## src/rtl/tlc_controller_if.sv

```systemverilog
// tlc_controller_if: bundles the timer handshake, request inputs and light outputs.
// Latency: none, wires only.
// Backpressure: none; master is the light controller, slave is the surrounding logic.
interface tlc_controller_if #(
  parameter int N = 13
) ();

  logic         timer_done;
  logic [N-1:0] final_value;
  logic         sensor;
  logic         ped_req;
  logic [2:0]   main_light;
  logic [2:0]   side_light;
  logic         walk;

  modport master (
    input  timer_done,
    input  sensor,
    input  ped_req,
    output final_value,
    output main_light,
    output side_light,
    output walk
  );

  modport slave (
    output timer_done,
    output sensor,
    output ped_req,
    input  final_value,
    input  main_light,
    input  side_light,
    input  walk
  );

endinterface

```

## src/rtl/tlc_controller.sv

```systemverilog
// tlc_controller: main/side road light sequencer that programs an external interval timer.
// Latency: lights and final_value decode from the state register; state moves on edges with timer_done=1.
// Backpressure: none; sensor/ped_req are latched into pending flags until their phase is served.
// Optional pedestrian walk phase is compiled in when macro TLC_PED_EN is defined.
module tlc_controller #(
  parameter int N        = 13,
  parameter int GREEN_T  = 8,
  parameter int SIDE_T   = 5,
  parameter int YELLOW_T = 3,
  parameter int ALLRED_T = 2,
  parameter int PED_T    = 4
) (
  input logic              clk,
  input logic              reset_n,
  tlc_controller_if.master bus
);

  // Timer terminal counts: an interval of D cycles is programmed as D-1.
  localparam logic [N-1:0] GREEN_FV  = N'(GREEN_T - 1);
  localparam logic [N-1:0] SIDE_FV   = N'(SIDE_T - 1);
  localparam logic [N-1:0] YELLOW_FV = N'(YELLOW_T - 1);
  localparam logic [N-1:0] ALLRED_FV = N'(ALLRED_T - 1);
  localparam logic [N-1:0] PED_FV    = N'(PED_T - 1);

  // Light encodings, {red, yellow, green}.
  localparam logic [2:0] LT_RED    = 3'b100;
  localparam logic [2:0] LT_YELLOW = 3'b010;
  localparam logic [2:0] LT_GREEN  = 3'b001;

  typedef enum logic [2:0] {
    MAIN_G   = 3'd0,
    MAIN_Y   = 3'd1,
    ALL_R1   = 3'd2,
    SIDE_G   = 3'd3,
    SIDE_Y   = 3'd4,
`ifdef TLC_PED_EN
    ALL_R2   = 3'd5,
    PED_WALK = 3'd6
`else
    ALL_R2   = 3'd5
`endif
  } state_t;

  state_t       state;
  state_t       state_nxt;
  logic         side_pend;
  logic         ped_pend;
  logic         enter_side;
  logic [N-1:0] final_value_c;
  logic [2:0]   main_c;
  logic [2:0]   side_c;
  logic         walk_c;

  // State register; reset abandons whatever interval was in progress.
  always_ff @(posedge clk or negedge reset_n) begin
    if (!reset_n) begin
      state <= MAIN_G;
    end else begin
      state <= state_nxt;
    end
  end

  // A side request is consumed on the edge that enters SIDE_G; that consumption wins over a new request.
  assign enter_side = (state_nxt == SIDE_G) && (state != SIDE_G);

  // Side-road request latch.
  always_ff @(posedge clk or negedge reset_n) begin
    if (!reset_n) begin
      side_pend <= 1'b0;
    end else if (enter_side) begin
      side_pend <= 1'b0;
    end else if (bus.sensor) begin
      side_pend <= 1'b1;
    end
  end

`ifdef TLC_PED_EN
  logic enter_ped;

  assign enter_ped = (state_nxt == PED_WALK) && (state != PED_WALK);

  // Pedestrian request latch, consumed on the edge that enters PED_WALK.
  always_ff @(posedge clk or negedge reset_n) begin
    if (!reset_n) begin
      ped_pend <= 1'b0;
    end else if (enter_ped) begin
      ped_pend <= 1'b0;
    end else if (bus.ped_req) begin
      ped_pend <= 1'b1;
    end
  end
`else
  // Without the walk phase the button is ignored and no pedestrian request is ever pending.
  logic unused_ped;

  assign ped_pend   = 1'b0;
  assign unused_ped = ^{bus.ped_req, PED_FV};
`endif

  // Next-state and Moore output decode; outputs depend on the state register only.
  always_comb begin
    state_nxt     = state;
    final_value_c = GREEN_FV;
    main_c        = LT_RED;
    side_c        = LT_RED;
    walk_c        = 1'b0;
    case (state)
      MAIN_G: begin
        main_c        = LT_GREEN;
        final_value_c = GREEN_FV;
        // With nothing waiting the main road simply re-arms another full green interval.
        if (bus.timer_done && (side_pend || ped_pend)) begin
          state_nxt = MAIN_Y;
        end
      end
      MAIN_Y: begin
        main_c        = LT_YELLOW;
        final_value_c = YELLOW_FV;
        if (bus.timer_done) begin
          state_nxt = ALL_R1;
        end
      end
      ALL_R1: begin
        final_value_c = ALLRED_FV;
        if (bus.timer_done) begin
`ifdef TLC_PED_EN
          state_nxt = side_pend ? SIDE_G : PED_WALK;
`else
          // Only a side request can have ended main green, but recover to MAIN_G if none is seen.
          state_nxt = side_pend ? SIDE_G : MAIN_G;
`endif
        end
      end
      SIDE_G: begin
        side_c        = LT_GREEN;
        final_value_c = SIDE_FV;
        if (bus.timer_done) begin
          state_nxt = SIDE_Y;
        end
      end
      SIDE_Y: begin
        side_c        = LT_YELLOW;
        final_value_c = YELLOW_FV;
        if (bus.timer_done) begin
          state_nxt = ALL_R2;
        end
      end
      ALL_R2: begin
        final_value_c = ALLRED_FV;
        if (bus.timer_done) begin
`ifdef TLC_PED_EN
          state_nxt = ped_pend ? PED_WALK : MAIN_G;
`else
          state_nxt = MAIN_G;
`endif
        end
      end
`ifdef TLC_PED_EN
      PED_WALK: begin
        walk_c        = 1'b1;
        final_value_c = PED_FV;
        if (bus.timer_done) begin
          state_nxt = MAIN_G;
        end
      end
`endif
      default: begin
        // Illegal encoding: both roads red and recover to MAIN_G without waiting for the timer.
        state_nxt = MAIN_G;
      end
    endcase
  end

  assign bus.final_value = final_value_c;
  assign bus.main_light  = main_c;
  assign bus.side_light  = side_c;
  assign bus.walk        = walk_c;

endmodule

```

## src/flat_wrapper.sv

```systemverilog
// flat-port wrapper written by rule: the top's interface ports become plain ports
module tlc_controller_flat 
#(
  parameter int N        = 13,
  parameter int GREEN_T  = 8,
  parameter int SIDE_T   = 5,
  parameter int YELLOW_T = 3,
  parameter int ALLRED_T = 2,
  parameter int PED_T    = 4
)
  (clk, reset_n, bus_timer_done, bus_sensor, bus_ped_req, bus_final_value, bus_main_light, bus_side_light, bus_walk);
  tlc_controller_if #(.N(N)) bus_i ();
  input logic clk;
  input logic reset_n;
  input wire logic [$bits(bus_i.timer_done)-1:0] bus_timer_done;
  input wire logic [$bits(bus_i.sensor)-1:0] bus_sensor;
  input wire logic [$bits(bus_i.ped_req)-1:0] bus_ped_req;
  output wire logic [$bits(bus_i.final_value)-1:0] bus_final_value;
  output wire logic [$bits(bus_i.main_light)-1:0] bus_main_light;
  output wire logic [$bits(bus_i.side_light)-1:0] bus_side_light;
  output wire logic [$bits(bus_i.walk)-1:0] bus_walk;
  assign bus_i.timer_done = bus_timer_done;
  assign bus_i.sensor = bus_sensor;
  assign bus_i.ped_req = bus_ped_req;
  assign bus_final_value = bus_i.final_value;
  assign bus_main_light = bus_i.main_light;
  assign bus_side_light = bus_i.side_light;
  assign bus_walk = bus_i.walk;
  tlc_controller #(.N(N), .GREEN_T(GREEN_T), .SIDE_T(SIDE_T), .YELLOW_T(YELLOW_T), .ALLRED_T(ALLRED_T), .PED_T(PED_T)) u_core (.clk(clk), .reset_n(reset_n), .bus(bus_i));
endmodule
```

## config.mk

```make
export PLATFORM = sky130hd
export DESIGN_NAME = tlc_controller_flat
export DESIGN_NICKNAME = d
export VERILOG_FILES = /design/src/rtl/tlc_controller_if.sv /design/src/rtl/tlc_controller.sv /design/src/flat_wrapper.sv
export SDC_FILE = /design/constraint.sdc
export NUM_CORES = 1
export LEC_CHECK = 0
export CAP_MARGIN = 20
export CORE_AREA = 2 2 39 41
export DETAILED_ROUTE_END_ITERATION = 16
export DIE_AREA = 0 0 41 43
export RECOVER_POWER = 100
export SLEW_MARGIN = 20
export SYNTH_ARGS = -nofsm -noshare
export SYNTH_HDL_FRONTEND = slang
export SYNTH_SLANG_ARGS = --single-unit
```

## constraint.sdc

```tcl
create_clock -name clk -period 2.45 [get_ports clk]
set_input_delay 0.49 -clock clk [delete_from_list [all_inputs] [get_ports clk]]
set_output_delay 0.49 -clock clk [all_outputs]
set_load 0.05 [all_outputs]
```

* Word-level counts from Yosys, hierarchy flattened
Cells that the tools add are included.
** Storage, ports and cells
- Bits of input ports :: 5
- Register bits after elaboration :: 4
- Output and inout bits :: 20
** Operators by class
- Multiplexer cells :: 13
- Reduce and logical (&&, ||, !) cells :: 6
- Eq/ne operators :: 7
** Operator list (number)
- $mux W3 :: 6
- $pmux W3 S6 :: 1
- $pmux W3 S2 :: 2
- $eq A3 B2 Y1 const B :: 3
- $pmux W3 S3 :: 1
- $eq A3 B3 Y1 const B :: 2
- $reduce_or A2 Y1 :: 2
- $eq A3 B1 Y1 const B :: 1
- $logic_not A3 Y1 :: 1
- $ne A3 B2 Y1 const B :: 1
- $logic_and A1 B1 Y1 :: 2
- $mux W1 :: 2
- $mux W2 :: 1
- $reduce_bool A2 Y1 :: 1

* Logic depth before layout (Yosys ltp)
Gate-level depths: netlist of run 1.
- Depth after elaboration :: 6
- Depth in mapped cells :: 3

* Least setup slack after synthesis of run 1
Ideal clock, no wire load.
- Kind :: flip-flop to output port
- Start point :: register u_core.state[1]
- End point :: output bus_final_value[2]
- Required time :: 1960 ps
- Arrival time :: 1693 ps
- Slack :: 267 ps
- Stages on the path, launching flop included :: 3
- Cells stage by stage :: dfrtp_1 or2_1 o21ai_1
** Between the ends
- Longest elaborated chain between the ends :: 3
** Ends and longest elaborated chain
- from (decl) :: line tlc_controller.sv:44 : state_t state;
- from (signal assigned) :: line tlc_controller.sv:59 : state <= state_nxt;
- $eq A3 B2 Y1 (tied with other cells) :: line tlc_controller.sv:107 : case (state)
- $reduce_or A2 Y1 (no source line)
- $pmux W3 S3 (*) :: line tlc_controller.sv:107
- to (decl) :: line flat_wrapper.sv:18 : output wire logic [$bits(bus_i.final_value)-1:0] bus_final_value;
Every way passes the cells marked *; elsewhere a longest branch is shown, timed or not.

* Worst setup path in the final report of run 1
- Start point :: register u_core.state[0]
- End point :: output bus_side_light[1]
** Between the ends
- Longest elaborated chain between the ends :: 2
** Ends and longest elaborated chain
- $eq A3 B3 Y1 / $eq A3 B2 Y1 (equally long branches) :: line tlc_controller.sv:107
- $pmux W3 S2 (*) :: line tlc_controller.sv:107
- to (decl) :: line flat_wrapper.sv:20 : output wire logic [$bits(bus_i.side_light)-1:0] bus_side_light;
Marked as above.

==> results.ini, run 1 <==
[yosys]
synthDistinctLibCells = 21
synth_area_leader_cell = dfrtp_1
yosys-top-cells-area = dfrtp_1, buf_4, a21oi_1
yosysWarnings = 0
synth.avg_cell_area_sq_um = 8.606
synth-seq-cells = 4
yosysTopAreaCellShare_pct = 28.37
yosysSeqAreaShare_pct = 28.37
syn_area_sq_um = 352.8
syn_inst = 41

[clock_tree]
post_cts_buffers = 0
root_buffer = clkbuf_4
cts_hold_buffers = 0
clk_pin_slew_ps = 40
cts_tree = built
cts_buffers = 3
cts_sinks = 4
htreeDepth = 1
ctsResizeCount = 0
clk_latency_ps = 230
clk_path_buf_depth = 2

[layout]
area_growth_pct = 22.34
diodes = 0
fin_util_pct = 31.19
nets = 61
drive_above_1_share_pct = 14.81
instances_no_fill = 70

[global_routing]
antenna_found_initial = 0
grt_max_degree = 14
grt_pass1_wl_microns = 869
grt_pass1_vias = 222
grt_use_total_pct = 7.956
grt.overflow.total = 0

[timing]
finalClockSkew_ps = 3.071
slew_viol_final = 0
setup_violations = 0
period_needed_ps = 2348
slew_headroom_pct = 60.32
max_freq_mhz = 425.9
setup_tns_ps = 0
hold_viol = 0
rsz0062_at_grt = no
fin_crit_sh_pct = 95.83
worstMarginPinSlew_ps = 597.7

[detailed_routing]
routedWlPerCell_microns = 8.514
vias_per_cell = 3.871
via_count = 271
firstDrtPassIters = 3
wirelength_microns = 596
drc = 0
ant_nets = 0
drt_iter0_markers = 2

[setup_path]
required_ps = 1960
worst-path-max-fanout = 13
reg2regPathDepth = 2
arrival_ps = 1860
crit_end = bus_side_light[1]
worstSetupPathType = reg2out
start_kind = flop
ff2ff_setup_slack_ps = 1370
worstReg2RegStart = u_core.state[0]$_DFF_PN0_
worstSetupEndpointType = output port
r2r-end = u_core.state[1]$_DFF_PN0_
worstSetupStartpoint = u_core.state[0]$_DFF_PN0_

[floorplanning]
initial_core_util_pct = 25.50
pin_count = 25
die_w_microns = 41
core-area_sq_um = 1384
die_h_microns = 43
dieArea_sq_um = 1763
std_cell_rows = 14

[status]
status = complete, no violations

[hold_path]
worstHoldPathType = in2async

[placement]
dp.cells = 67
gp_congestion = 0.6271
portBuffers = 12
dp_hpwl_microns = 460.9

[flow_run]
max-cap-violations = 0

==> metrics by stage <==
stage               worst slack (ps)  cell area (sq um)  hold WS [ps]
floorplan                      267.2              390.4         194.4
global placement               353.5              424.2         535.8
detailed placement             340.1              424.2         539.7
CTS                            84.39              446.7         450.4
global route                   3.091              431.7         538.9
finish                         102.2              431.7         526.0
==> synthesized netlist by cell type, drive strengths merged <==
| master | count |
|---|---|
| or2 | 1 |
| buf | 12 |
| a311oi | 1 |
| nand2b | 1 |
| dfrtp | 4 |
| a22o | 1 |
| mux2 | 1 |
| a21oi | 5 |
| nor2 | 3 |
| nor2b | 2 |
| inv | 2 |
| nand2 | 1 |
| nor3b | 1 |
| a41oi | 1 |
| o21ai | 3 |
| and2 | 1 |
| conb | 1 |
==> state kept, by name, indices dropped and copies added, names as in the netlist <==
name	cells
u_core.state	3
u_core.side_pend	1
==> placed cells by master (no fill, tap or decap), drive strengths merged <==
cell type      Yosys  final
a41oi              1      1
or2                1      1
mux2               1      1
nor3b              1      1
conb               1     11
a22o               1      1
dfrtp              4      4
a21oi              5      5
inv                2      2
o21ai              3      3
nand2              1      1
nand2b             1      1
nor2               3      3
buf               12      1
nor2b              2      2
clkbuf             0      7
a311oi             1      1
clkdlybuf4s50      0      4
and2               1      1
dlygate4sd3        0      3
==> critical path: stages (launching register included) <==
cell and delay [ps]:
dfrtp_1 510, nor3b_2 290, clkdlybuf4s50_1 840
==> worst min-delay path by stage <==
stage / from / end / cells after the start
5_1_grt: reset_n / u_core.state[1]$_DFF_PN0_ / 1
3_3_place_gp: u_core.side_pend$_DFFE_PN0P_ / u_core.side_pend$_DFFE_PN0P_ / 1
6_report: reset_n / u_core.state[1]$_DFF_PN0_ / 1
2_1_floorplan: reset_n / u_core.side_pend$_DFFE_PN0P_ / 0
4_1_cts: reset_n / u_core.state[2]$_DFF_PN0_ / 1
3_5_place_dp: u_core.side_pend$_DFFE_PN0P_ / u_core.side_pend$_DFFE_PN0P_ / 1
==> layout make-up <==
class	count	area [sq um]
clock buffer	3	22.52
sequential	4	100.1
fill	172	952.2
tap	16	20.02
timing repair buffer	12	92.59
inverter	2	7.507
multi-input combinational	33	188.9
==> routing by layer <==
metal | global-route usage [%] | part of all wire [%]
met5 | 0 | 0
met1 | 10.06 | 44
met2 | 9.375 | 47
met4 | 10.00 | 0
met3 | 1.571 | 8.6
==> cell families after synthesis <==
group	synth area share (%)
buf+inv	28.72
compound gates	19.86
other cells	1.063
flops	28.37
mux	3.191
simple gates	18.80
Power of run 1 is not shown: default switching activity piles up to over one toggle a cycle in this logic, so the estimate is an artifact.
==> run 2: changes to the inputs <==
--- a/config.mk
+++ b/config.mk
@@ -9,6 +9,7 @@
 export CORE_AREA = 2 2 39 41
 export DETAILED_ROUTE_END_ITERATION = 16
 export DIE_AREA = 0 0 41 43
+export HOLD_SLACK_MARGIN = 0.06
 export RECOVER_POWER = 100
 export SLEW_MARGIN = 20
 export SYNTH_ARGS = -nofsm -noshare
==> results of run 2 <==
The final DEF is identical to that of run 1; final timing and power are the same.
Power of run 2 is left out for the same reason.
==> run 3: changes to the inputs <==
--- a/config.mk
+++ b/config.mk
@@ -5,6 +5,7 @@
 export SDC_FILE = /design/constraint.sdc
 export NUM_CORES = 1
 export LEC_CHECK = 0
+export ABC_CLOCK_PERIOD_IN_PS = 2450
 export CAP_MARGIN = 20
 export CORE_AREA = 2 2 39 41
 export DETAILED_ROUTE_END_ITERATION = 16
==> results of run 3 <==
The final DEF is identical to that of run 1; final timing and power are the same.
Power of run 3 is left out for the same reason.
